**src/rtl/dmem_arbiter.sv**
```systemverilog
// Single-port data memory arbiter: pipeline port P has fixed priority over auxiliary port A.
// Optional starvation guard enabled by defining DMEM_ARB_STARVE_EN.
module dmem_arbiter #(
    parameter int DATA_W     = 32,
    parameter int DM_ADDRESS = 9,
    parameter int STARVE_MAX = 8
) (
    input  logic                  clk,
    input  logic                  reset,
    input  logic                  p_rd,
    input  logic                  p_wr,
    input  logic [DM_ADDRESS-1:0] p_addr,
    input  logic [DATA_W-1:0]     p_wdata,
    input  logic [2:0]            p_func3,
    output logic                  p_stall,
    output logic                  p_rvalid,
    output logic [DATA_W-1:0]     p_rdata,
    input  logic                  a_req,
    input  logic                  a_we,
    input  logic [DM_ADDRESS-1:0] a_addr,
    input  logic [DATA_W-1:0]     a_wdata,
    input  logic [2:0]            a_func3,
    output logic                  a_gnt,
    output logic                  a_rvalid,
    output logic [DATA_W-1:0]     a_rdata,
    output logic                  m_rd,
    output logic                  m_wr,
    output logic [DM_ADDRESS-1:0] m_addr,
    output logic [DATA_W-1:0]     m_wdata,
    output logic [2:0]            m_func3,
    input  logic [DATA_W-1:0]     m_rdata
);
    // state | meaning
    // NORM  | P has priority; A issues only when P idle
    // FORCE | A starved STARVE_MAX cycles; A issues this cycle, P stalls if requesting

    if (STARVE_MAX < 1 || STARVE_MAX > 255) begin : g_bad_starve_max
        $error("dmem_arbiter: STARVE_MAX must be in 1..255");
    end

    logic       p_req;
    logic       force_a;
    logic       p_issue;
    logic       a_issue;
    logic [1:0] rd_own;

    assign p_req = p_rd | p_wr;

`ifdef DMEM_ARB_STARVE_EN
    localparam logic [7:0] STARVE_LIM = 8'(STARVE_MAX);

    typedef enum logic {
        NORM  = 1'b0,
        FORCE = 1'b1
    } state_t;

    state_t     state;
    logic [7:0] starve_cnt;

    // A dropping its request before the forced slot leaves P unaffected.
    assign force_a = (state == FORCE) && a_req;

    always_ff @(posedge clk) begin
        if (!reset) begin
            state      <= NORM;
            starve_cnt <= 8'd0;
        end else begin
            case (state)
                NORM: begin
                    if (!a_req || a_issue) begin
                        starve_cnt <= 8'd0;
                    end else if (p_issue) begin
                        if (starve_cnt + 8'd1 == STARVE_LIM) begin
                            state      <= FORCE;
                            starve_cnt <= STARVE_LIM;
                        end else begin
                            starve_cnt <= starve_cnt + 8'd1;
                        end
                    end
                end
                FORCE: begin
                    state      <= NORM;
                    starve_cnt <= 8'd0;
                end
                default: begin
                    state      <= NORM;
                    starve_cnt <= 8'd0;
                end
            endcase
        end
    end

    assign p_stall = reset && p_req && force_a;
`else
    assign force_a = 1'b0;
    assign p_stall = 1'b0;
`endif

    always_comb begin
        p_issue = reset && p_req && !force_a;
        a_issue = reset && a_req && (force_a || !p_req);
    end

    assign a_gnt = a_issue;

    // Write wins when P asserts both read and write.
    always_comb begin
        m_rd    = 1'b0;
        m_wr    = 1'b0;
        m_addr  = '0;
        m_wdata = '0;
        m_func3 = 3'd0;
        if (p_issue) begin
            m_wr    = p_wr;
            m_rd    = p_rd & ~p_wr;
            m_addr  = p_addr;
            m_wdata = p_wdata;
            m_func3 = p_func3;
        end else if (a_issue) begin
            m_wr    = a_we;
            m_rd    = ~a_we;
            m_addr  = a_addr;
            m_wdata = a_wdata;
            m_func3 = a_func3;
        end
    end

    always_ff @(posedge clk) begin
        if (!reset) begin
            rd_own <= 2'b00;
        end else begin
            rd_own <= {p_issue & p_rd & ~p_wr, a_issue & ~a_we};
        end
    end

    assign p_rvalid = reset & rd_own[1];
    assign a_rvalid = reset & rd_own[0];
    assign p_rdata  = p_rvalid ? m_rdata : '0;
    assign a_rdata  = a_rvalid ? m_rdata : '0;

endmodule

```
**config.mk**
```make
export PLATFORM = sky130hd
export DESIGN_NAME = dmem_arbiter
export DESIGN_NICKNAME = d
export VERILOG_FILES = /design/src/rtl/dmem_arbiter.sv
export SDC_FILE = /design/constraint.sdc
export NUM_CORES = 1
export LEC_CHECK = 0
export ABC_AREA = 0
export ABC_CLOCK_PERIOD_IN_PS = 1050
export BUFFER_PORTS_ARGS = -buffer_cell sky130_fd_sc_hd__buf_2
export CORE_AREA = 2 2 92 94
export CTS_CLUSTER_SIZE = 24
export DETAILED_ROUTE_END_ITERATION = 10
export DIE_AREA = 0 0 94 96
export HOLD_SLACK_MARGIN = 0.08
export SYNTH_ARGS = -nofsm -noshare
export SYNTH_HDL_FRONTEND = slang
export SYNTH_SLANG_ARGS = --single-unit
```
**constraint.sdc**
```tcl
create_clock -name clk -period 1.05 [get_ports clk]
set_input_delay 0.0525 -clock clk [delete_from_list [all_inputs] [get_ports clk]]
set_output_delay 0.0525 -clock clk [all_outputs]
set_load 0.02 [all_outputs]
```
==> metrics.yaml, run 1 <==
timing:
  final-hold-violation-count: 0
  grt_setup_unrepaired: "true"
  fin_ws_ps: -55.8
  final-max-slew-violation-count: 0
  holdWs_ps: 299
  setup_tns_ps: -2190
  setup_violations: 66
  fin_crit_ps: 1110
  clock.fmax_mhz: 904
  finalCritPeriodShare_pct: 105
drt:
  drtPass1Iterations: 5
  ant_nets: 0
  wire_per_inst_um: 14.6
  routed_via_density: 5.10
  drt_wl_total_um: 8370
  vias: 2934
  drt_iter0_drc: 69
  drc: 0
job:
  drv.max_cap_violation_count: 0
outcome:
  status: "finished, violations left"
  violations: "setup timing"
clocking:
  post_cts.repair.setup_buffers: 0
  cts.sinks: 2
  clockBufferDepth: 2
  numCtsBuffers: 3
  cts_tree: "done"
  h-tree-depth: 1
  path_clk_slew_ps: 30
  root_buffer: "clkbuf_8"
global_routing:
  busiest_layer: "met2"
  use_met1_pct: 16.2
  grt_use_met3_pct: 2.43
  grt_use_total_pct: 15.2
  grt_pass1_vias: 2551
  grt_overflow: 0
  use_met2_pct: 31.6
  antenna_found_initial: 0
  grt_max_degree: 63
  grt_pass1_wl_um: 11500
setup_path:
  critPathTopFamily: "flip-flops"
  crit_fanout: 17
  critPathBufInv: 2
  arrival_ps: 1050
  max_stage_delay_ps: 380
  critPathKind: "register to output pin"
  crit_path_end_kind: "output pin"
  crit_required_ps: 1000
  critPathSlowestCell: "dfxtp_4"
  start_kind: "register"
  worstPathCellList: "buf_12 > and3_1 > buf_6"
final_layout:
  regArea_um2: 47.5
  largest_reg_flops: 2
  nets: 598
  fill_cells: 793
  n_antenna_cell: 0
  multi_input_area_mm2: 0.00159
  top_regs: "rd_own (2)"
  regMostFlops: "rd_own"
  post-route-util_pct: 46.5
  drive_above_1_share_pct: 58.3
  syn2layout_area_growth_pct: 106
synth:
  ys_seq_area_share_pct: 2.20
  ys_types: 23
  synth_ff_type: "dfxtp_1"
  synth_most_common_cell: "and3_1"
  syn_area_mm2: 0.00182
  async_flop_share_pct: 0
  synth_enable_flop_cells: 0
  synth_top_cell_area_share_pct: 27.2
  synthCells: 255
  synth_commonest_cells: "64 x and3_1, 44 x nand4bb_1, 38 x a21boi_1"
  yosys_warnings: 0
  syn_nets: 381
  synth_top_area_cell: "nand4bb_1"
  avgSynthCellArea_um2: 7.14
  ys_seq_elements: 2
  ys_top_cells_by_area: "nand4bb_1 27%, and3_1 22%, a21boi_1 16%"
floorplanning:
  num_rows: 33
  die_h_um: 96
  fp.coreArea_mm2: 0.00805
  initial_core_util_pct: 22.6
  die_w_um: 94
  num_io_pins: 240
  dieArea_mm2: 0.00902
place:
  pre_cts_ws_ps: 41.9
  dpl.hpwl_um: 5630
  portBuffers: 238
  place.gp.congestion: 0.725
pwr:
  p_per_area_mw_per_mm2: 407
  p_total_mw: 1.52
  total_leakage_power_nw: 1.98
  irDropWorstVdd_mv: 0.379
min_path:
  hp-class: "input pin to register"
-- cell type report --
cell class	instances	area share (%)
inverters	1	0.100
multi-input cells	208	42.5
clock buffers	3	1.10
well taps	105	3.51
repair buffers	256	51.6
flip-flops and latches	2	1.27
-- cells by family after synthesis --
group | count (synthesis) | share of synthesized area (%)
compound gates | 90 | 30.9
buf+inv | 45 | 13.8
simple gates | 117 | 52.9
flops | 2 | 2.20
other cells | 1 | 0.206
-- power breakdown --
| part | switching [mW] | leakage [nW] | internal [mW] |
|---|---|---|---|
| Combinational | 0.582 | 1.94 | 0.561 |
| Clock | 0.0572 | 0.0216 | 0.242 |
| Sequential | 0.00478 | 0.0178 | 0.0755 |
-- metrics by stage --
step / instance area [µm²] / cells
final: 3740 / 575
after global routing: 3740 / 575
after CTS: 3560 / 574
after detailed placement: 3100 / 568
after global placement: 3100 / 568
after floorplan: 1820 / 255
-- what timing repair did --
action / CTS / global route
pin swaps: 0 / 5
hold endpoints to repair: 1 / 0
cloned: 2 / 1
hold buffers: 1 / 0
gates resized for setup: 114 / 51
setup endpoints to repair: 66 / 76
-- cells in the final DEF, fill, tap and decap left out --
master | netlist | final
buf_4 | 5 | 16
and3_4 | 0 | 11
nand4bb_1 | 44 | 44
and3_1 | 64 | 53
buf_16 | 0 | 2
nor2_1 | 1 | 1
dfxtp_4 | 0 | 2
inv_1 | 1 | 1
buf_12 | 0 | 8
nor4_4 | 1 | 1
nor3_1 | 1 | 1
buf_6 | 5 | 67
dlygate4sd3_1 | 0 | 1
and2_4 | 0 | 2
clkbuf_8 | 0 | 3
nand2_1 | 1 | 1
clkbuf_16 | 0 | 1
o21ai_1 | 10 | 10
o21ai_0 | 34 | 34
nand2b_1 | 2 | 2
a21boi_1 | 38 | 40
o21a_1 | 1 | 1
a21boi_0 | 6 | 4
and3b_1 | 1 | 1
conb_1 | 1 | 1
buf_2 | 17 | 161
a21oi_1 | 1 | 1
-- per-layer routing --
metal  wire [µm]  vias to the layer above
li1            -                     1410
met1        3140                     1366
met2        4540                      150
met3         612                        8
met4          73                        0
met5           0                        -
-- final timing paths --
kind / depth (start not counted) / slack (ps) / startpoint / to
worst max-delay path: 3 / -60 / rd_own[0]$_SDFF_PN0_ / a_rdata[8]
worst min-delay path: 3 / 300 / p_wr / rd_own[0]$_SDFF_PN0_
-- tightest hold or removal path, stage by stage --
cell,delay (ps)
buf_2,150
buf_12,190
nor4_4,60
Power figures use the tool's default switching activity.
==> run 2: changes to the inputs <==
CAP_MARGIN = 0   (was unset)
CELL_PAD_IN_SITES_DETAIL_PLACEMENT = 1   (was unset)
CELL_PAD_IN_SITES_GLOBAL_PLACEMENT = 1   (was unset)
CORE_AREA = 2 2 101 103   (was 2 2 92 94)
DIE_AREA = 0 0 103 105   (was 0 0 94 96)
PLACE_DENSITY_LB_ADDON = 0.1   (was unset)
==> run 2 against run 1 <==
Net effect: the flow still finishes with violations (setup timing); critical path depth unchanged; sequential share of layout area decreased by 0.063 points; die area increased by 20%; clock power is essentially flat; cell count is 5.6% higher; global-route usage grew 2.5 points; setup slack worse by 21 ps; combinational power grew 6%; critical endpoint is now a_rdata[17]; largest cell class unchanged.
==> metrics.yaml, run 2 (synthesis gave the netlist of run 1 again) <==
global_routing:
  use_met1_pct: 18.2  # was 16.2%
  antenna_found_initial: 1  # was 0
  grt_overflow: 0  # unchanged
  grt_use_met3_pct: 3.61  # was 2.43%
  grt_pass1_wl_um: 15600  # was 11,500 µm
  grt_use_total_pct: 17.7  # was 15.2%
  grt_pass1_vias: 2983  # was 2,551
  busiest_layer: "met2"  # unchanged
  grt_max_degree: 69  # was 63
  use_met2_pct: 35.4  # was 31.6%
final_layout:
  mostFrequentLayoutCells: "163 x buf_2, 70 x buf_6, 44 x nand4bb_1"  # was 161 x buf_2, 67 x buf_6, 53 x and3_1
  fill_cells: 1220  # was 793
  top_regs: "rd_own (2)"  # unchanged
  nets: 602  # was 598
  largest_reg_flops: 2  # unchanged
  multi_input_area_mm2: 0.00171  # was 0.00159 mm²
  regMostFlops: "rd_own"  # unchanged
  design_area_mm2: 0.00394  # was 0.00374 mm²
  final_common_cell: "buf_2"  # unchanged
  syn2layout_area_growth_pct: 116  # was 106%
  n_antenna_cell: 0  # unchanged
  drive_above_1_share_pct: 63.7  # was 58.3%
  regArea_um2: 47.5  # unchanged
  fin_cells: 607  # was 575
  post-route-util_pct: 40.9  # was 46.5%
drt:
  drt_iter0_drc: 101  # was 69
  routed_via_density: 4.93  # was 5.10
  drt_wl_total_um: 11100  # was 8370 µm
  drc: 0  # unchanged
  vias: 2992  # was 2,934
  drtPass1Iterations: 4  # was 5
  ant_nets: 0  # unchanged
  wire_per_inst_um: 18.2  # was 14.6 µm
floorplanning:
  num_rows: 36  # was 33
  initial_core_util_pct: 18.9  # was 22.6%
  num_io_pins: 240  # unchanged
  dieArea_mm2: 0.0108  # was 0.00902 mm²
  fp.coreArea_mm2: 0.00964  # was 0.00805 mm²
  die_h_um: 105  # was 96 µm
  die_w_um: 103  # was 94 µm
pwr:
  pwr-share-seq_pct: 5.1  # was 5.3%
  power_frac_comb_pct: 76.1  # was 75.1%
  total_leakage_power_nw: 1.96  # was 1.98 nW
  irDropWorstVdd_mv: 0.246  # was 0.379 mV
  switching_share_pct: 43.2  # was 42.3%
  clkPwrFrac_pct: 18.9  # was 19.7%
  p_int_uw: 901  # was 879 µW
  p_per_area_mw_per_mm2: 403  # was 407 mW/mm²
  p_total_mw: 1.59  # was 1.52 mW
  p_sw_uw: 684  # was 644 µW
timing:
  fin_crit_ps: 1130  # was 1110 ps
  finalCritPeriodShare_pct: 107  # was 105%
  final-max-slew-violation-count: 0  # unchanged
  fin_ws_ps: -76.6  # was -55.8 ps
  holdWs_ps: 314  # was 299 ps
  grt_setup_unrepaired: "true"  # unchanged
  setup_violations: 62  # was 66
  clock.fmax_mhz: 888  # was 904 MHz
  final-hold-violation-count: 0  # unchanged
clocking:
  path_clk_slew_ps: 30  # about the same
  h-tree-depth: 1  # unchanged
  root_buffer: "clkbuf_8"  # unchanged
  clockBufferDepth: 2  # unchanged
  post_cts.repair.setup_buffers: 0  # unchanged
  cts.sinks: 2  # unchanged
  numCtsBuffers: 3  # unchanged
  cts_tree: "done"  # unchanged
setup_path:
  crit_required_ps: 1000  # about the same
  critPathKind: "register to output pin"  # unchanged
  arrival_ps: 1070  # was 1050 ps
  crit_path_end_kind: "output pin"  # unchanged
  crit_fanout: 5  # was 17
  start_kind: "register"  # unchanged
place:
  portBuffers: 238  # unchanged
  place.gp.congestion: 0.730  # was 0.725
  place_area_mm2: 0.00312  # was 0.00310 mm²
  dpl.hpwl_um: 7260  # was 5630 µm
  placed_cells: 596  # was 568
job:
  drv.max_cap_violation_count: 0  # unchanged
min_path:
  hp-class: "input pin to register"  # unchanged
outcome:
  status: "finished, violations left"  # unchanged
  violations: "setup timing"  # unchanged
run 2: cell count changes in the layout (fill, tap and decap cells not counted), sizes merged:
cell | before | now
buf | 254 | 257
clkbuf | 4 | 5
run 2: repair_timing:
action                     in CTS  in global routing
hold buffers                    1                  0
setup endpoints to repair      66                 82
hold endpoints to repair        1                  0
gates cloned                    3                  4
pin swaps                       0                  6
resized for setup             147                 52
run 2: final cells by class:
class                   count  share of cell area, %
clock buffers               3                   1.05
inverters                   1                 0.0953
multi-input cells         208                   43.4
flip-flops and latches      2                   1.21
well taps                 133                   4.22
repair buffers            260                   50.1
run 2: worst max-delay path, stage by stage, from the launching register on:
cell and delay [ps]:
dfxtp_4 380, buf_2 160, and3_1 190, buf_6 130
run 2: power by group through the flow:
stage                     combinational [mW]  sequential [mW]  clock [mW]
after floorplan                        0.596           0.0817           0
after global placement                  1.04           0.0813           0
after detailed placement                1.06           0.0813           0
after CTS                               1.13           0.0800       0.313
after global routing                    1.31           0.0807       0.323
final                                   1.21           0.0802       0.299
run 2: metrics by stage:
step	setup WS, ps	setup TNS (ps)
after detailed placement	28.7	0
final	-76.6	-2170
after global routing	-118	-4520
after floorplan	64.3	0
after CTS	-51.5	-1720
after global placement	53.6	0
run 2: worst paths after layout:
path / from / end / slack [ps] / depth (start not counted)
worst max-delay path: rd_own[0]$_SDFF_PN0_ / a_rdata[17] / -80 / 3
worst min-delay path: p_wr / rd_own[0]$_SDFF_PN0_ / 310 / 3
run 2: per-layer routing:
metal | vias up | wire, µm
li1 | 1415 | -
met3 | 12 | 869
met2 | 136 | 6040
met1 | 1427 | 3970
met5 | - | 13
met4 | 2 | 155
==> run 3: changes to the inputs <==
PLACE_DENSITY = 0.9   (was unset)
PLACE_DENSITY_LB_ADDON = unset   (was 0.1)
==> run 3 against run 2 <==
Net effect: the flow still finishes with violations (setup timing); setup slack got worse by 16 ps; worst hold slack got worse by 36 ps; total power about the same; first-iteration DRC count increased by 5.0%; via count increased by 0.33%; flip-flop and latch count unchanged; global-route usage increased by 2.3 points; sequential share of layout area about the same; clock power increased by 4%; maximum frequency decreased by 1.4%; die area unchanged; non-clock buffer count decreased by 6; highest routed layer is now met4.
==> metrics.yaml, run 3 (synthesis gave the netlist of run 1 again) <==
floorplanning:
  num_io_pins: 240  # unchanged
  dieArea_mm2: 0.0108  # unchanged
  die_h_um: 105  # unchanged
  die_w_um: 103  # unchanged
  fp.coreArea_mm2: 0.00964  # unchanged
  num_rows: 36  # unchanged
  initial_core_util_pct: 18.9  # unchanged
global_routing:
  grt_use_total_pct: 20.0  # was 17.7%
  grt_max_degree: 83  # was 69
  grt_overflow: 0  # unchanged
  grt_pass1_wl_um: 17100  # was 15,600 µm
  grt_pass1_vias: 3066  # was 2,983
  antenna_found_initial: 1  # unchanged
min_path:
  hp-class: "input pin to register"  # unchanged
  hp-start: "p_rd"  # was p_wr
  min_to: "rd_own[0]$_SDFF_PN0_"  # unchanged
  min_path_cells: 3  # unchanged
final_layout:
  design_area_mm2: 0.00385  # was 0.00394 mm²
  mostFrequentLayoutCells: "165 x buf_2, 66 x buf_6, 44 x nand4bb_1"  # was 163 x buf_2, 70 x buf_6, 44 x nand4bb_1
  nets: 596  # was 602
  top_regs: "rd_own (2)"  # unchanged
  regMostFlops: "rd_own"  # unchanged
  post-route-util_pct: 40.0  # was 40.9%
  largest_reg_flops: 2  # unchanged
  fin_cells: 602  # was 607
  drive_above_1_share_pct: 62.2  # was 63.7%
  syn2layout_area_growth_pct: 111  # was 116%
  final_common_cell: "buf_2"  # unchanged
  fill_cells: 1209  # was 1,220
job:
  drv.max_cap_violation_count: 0  # unchanged
timing:
  final-max-slew-violation-count: 0  # unchanged
  grt_setup_unrepaired: "true"  # unchanged
  clock.fmax_mhz: 875  # was 888 MHz
  setup_tns_ps: -3730  # was -2170 ps
  holdWs_ps: 278  # was 314 ps
  fin_ws_ps: -93.0  # was -76.6 ps
  final-hold-violation-count: 0  # unchanged
  fin_crit_ps: 1140  # was 1130 ps
  setup_violations: 67  # was 62
  finalCritPeriodShare_pct: 109  # was 107%
place:
  place_area_mm2: 0.00314  # was 0.00312 mm²
  portBuffers: 238  # unchanged
  place.gp.congestion: 0.769  # was 0.730
  dpl.hpwl_um: 7870  # was 7260 µm
  placed_cells: 595  # was 596
clocking:
  clockBufferDepth: 2  # unchanged
  h-tree-depth: 1  # unchanged
  numCtsBuffers: 3  # unchanged
  cts.sinks: 2  # unchanged
  cts_tree: "done"  # unchanged
  root_buffer: "clkbuf_8"  # unchanged
  path_clk_slew_ps: 30  # about the same
drt:
  vias: 3002  # was 2,992
  drt_iter0_drc: 106  # was 101
  ant_nets: 0  # unchanged
  drtPass1Iterations: 4  # unchanged
  routed_via_density: 4.99  # was 4.93
  drt_wl_total_um: 12300  # was 11,100 µm
  wire_per_inst_um: 20.4  # was 18.2 µm
  drc: 0  # unchanged
pwr:
  total_leakage_power_nw: 1.92  # was 1.96 nW
  irDropWorstVdd_mv: 0.304  # was 0.246 mV
  p_per_area_mw_per_mm2: 412  # was 403 mW/mm²
setup_path:
  crit_fanout: 17  # was 5
  critPathKind: "register to output pin"  # unchanged
  crit_path_end_kind: "output pin"  # unchanged
  arrival_ps: 1090  # was 1070 ps
  start_kind: "register"  # unchanged
  crit_required_ps: 1000  # about the same
outcome:
  status: "finished, violations left"  # unchanged
  violations: "setup timing"  # unchanged
run 3: through the flow:
step	power, mW	worst slack, ps
floorplan	0.678	64.3
global placement	1.12	57.8
detailed placement	1.16	-15.3
CTS	1.53	-53.5
global route	1.69	-124
finish	1.59	-93.0
run 3: power breakdown:
group / leakage [nW] / internal (mW) / switching [mW]
logic: 1.88 / 0.561 / 0.634
registers: 0.0178 / 0.0754 / 0.00482
clock network: 0.0216 / 0.243 / 0.0683
total: 1.92 / 0.879 / 0.707
run 3: area by class of cell:
cell class	instances	area, µm²	area share, %
repair buffers	254	1900	49.4
multi-input cells	208	1690	43.8
well taps	133	166	4.32
flip-flops and latches	2	47.5	1.23
clock buffers	3	41.3	1.07
inverters	1	3.75	0.0974
diodes	1	2.50	0.0650
run 3: repair_timing:
| item | CTS | global route |
|---|---|---|
| gates resized for setup | 139 | 43 |
| buffers inserted | 0 | 0 |
| pin swaps | 0 | 12 |
| hold endpoints to repair | 1 | 0 |
| hold buffers | 1 | 0 |
| cloned | 1 | 1 |
| endpoints found under the setup margin | 67 | 78 |
run 3: worst max-delay path: stages, from the launching register on:
cell	delay [ps]
dfxtp_4	380
buf_12	160
and3_1	200
buf_6	130
run 3: metal layers:
metal,part of all wire (%),track usage [%],wire length (µm),vias up
met4,3.1,6.86,375,0
met3,8.1,5.35,998,26
li1,-,-,-,1401
met5,0,0,0,-
met2,54,38.3,6680,161
met1,34,20.3,4230,1414
run 3: worst max path at each step:
stage / start / to / slack (ps) / cells past startpoint
after floorplan: p_wr / a_gnt / 60 / 4
after global placement: p_rd / m_wr / 60 / 5
after detailed placement: p_rd / m_addr[1] / -20 / 5
after CTS: rd_own[0]$_SDFF_PN0_ / a_rdata[0] / -50 / 3
after global routing: rd_own[1]$_SDFF_PN0_ / p_rdata[22] / -120 / 3
final: rd_own[0]$_SDFF_PN0_ / a_rdata[1] / -90 / 3
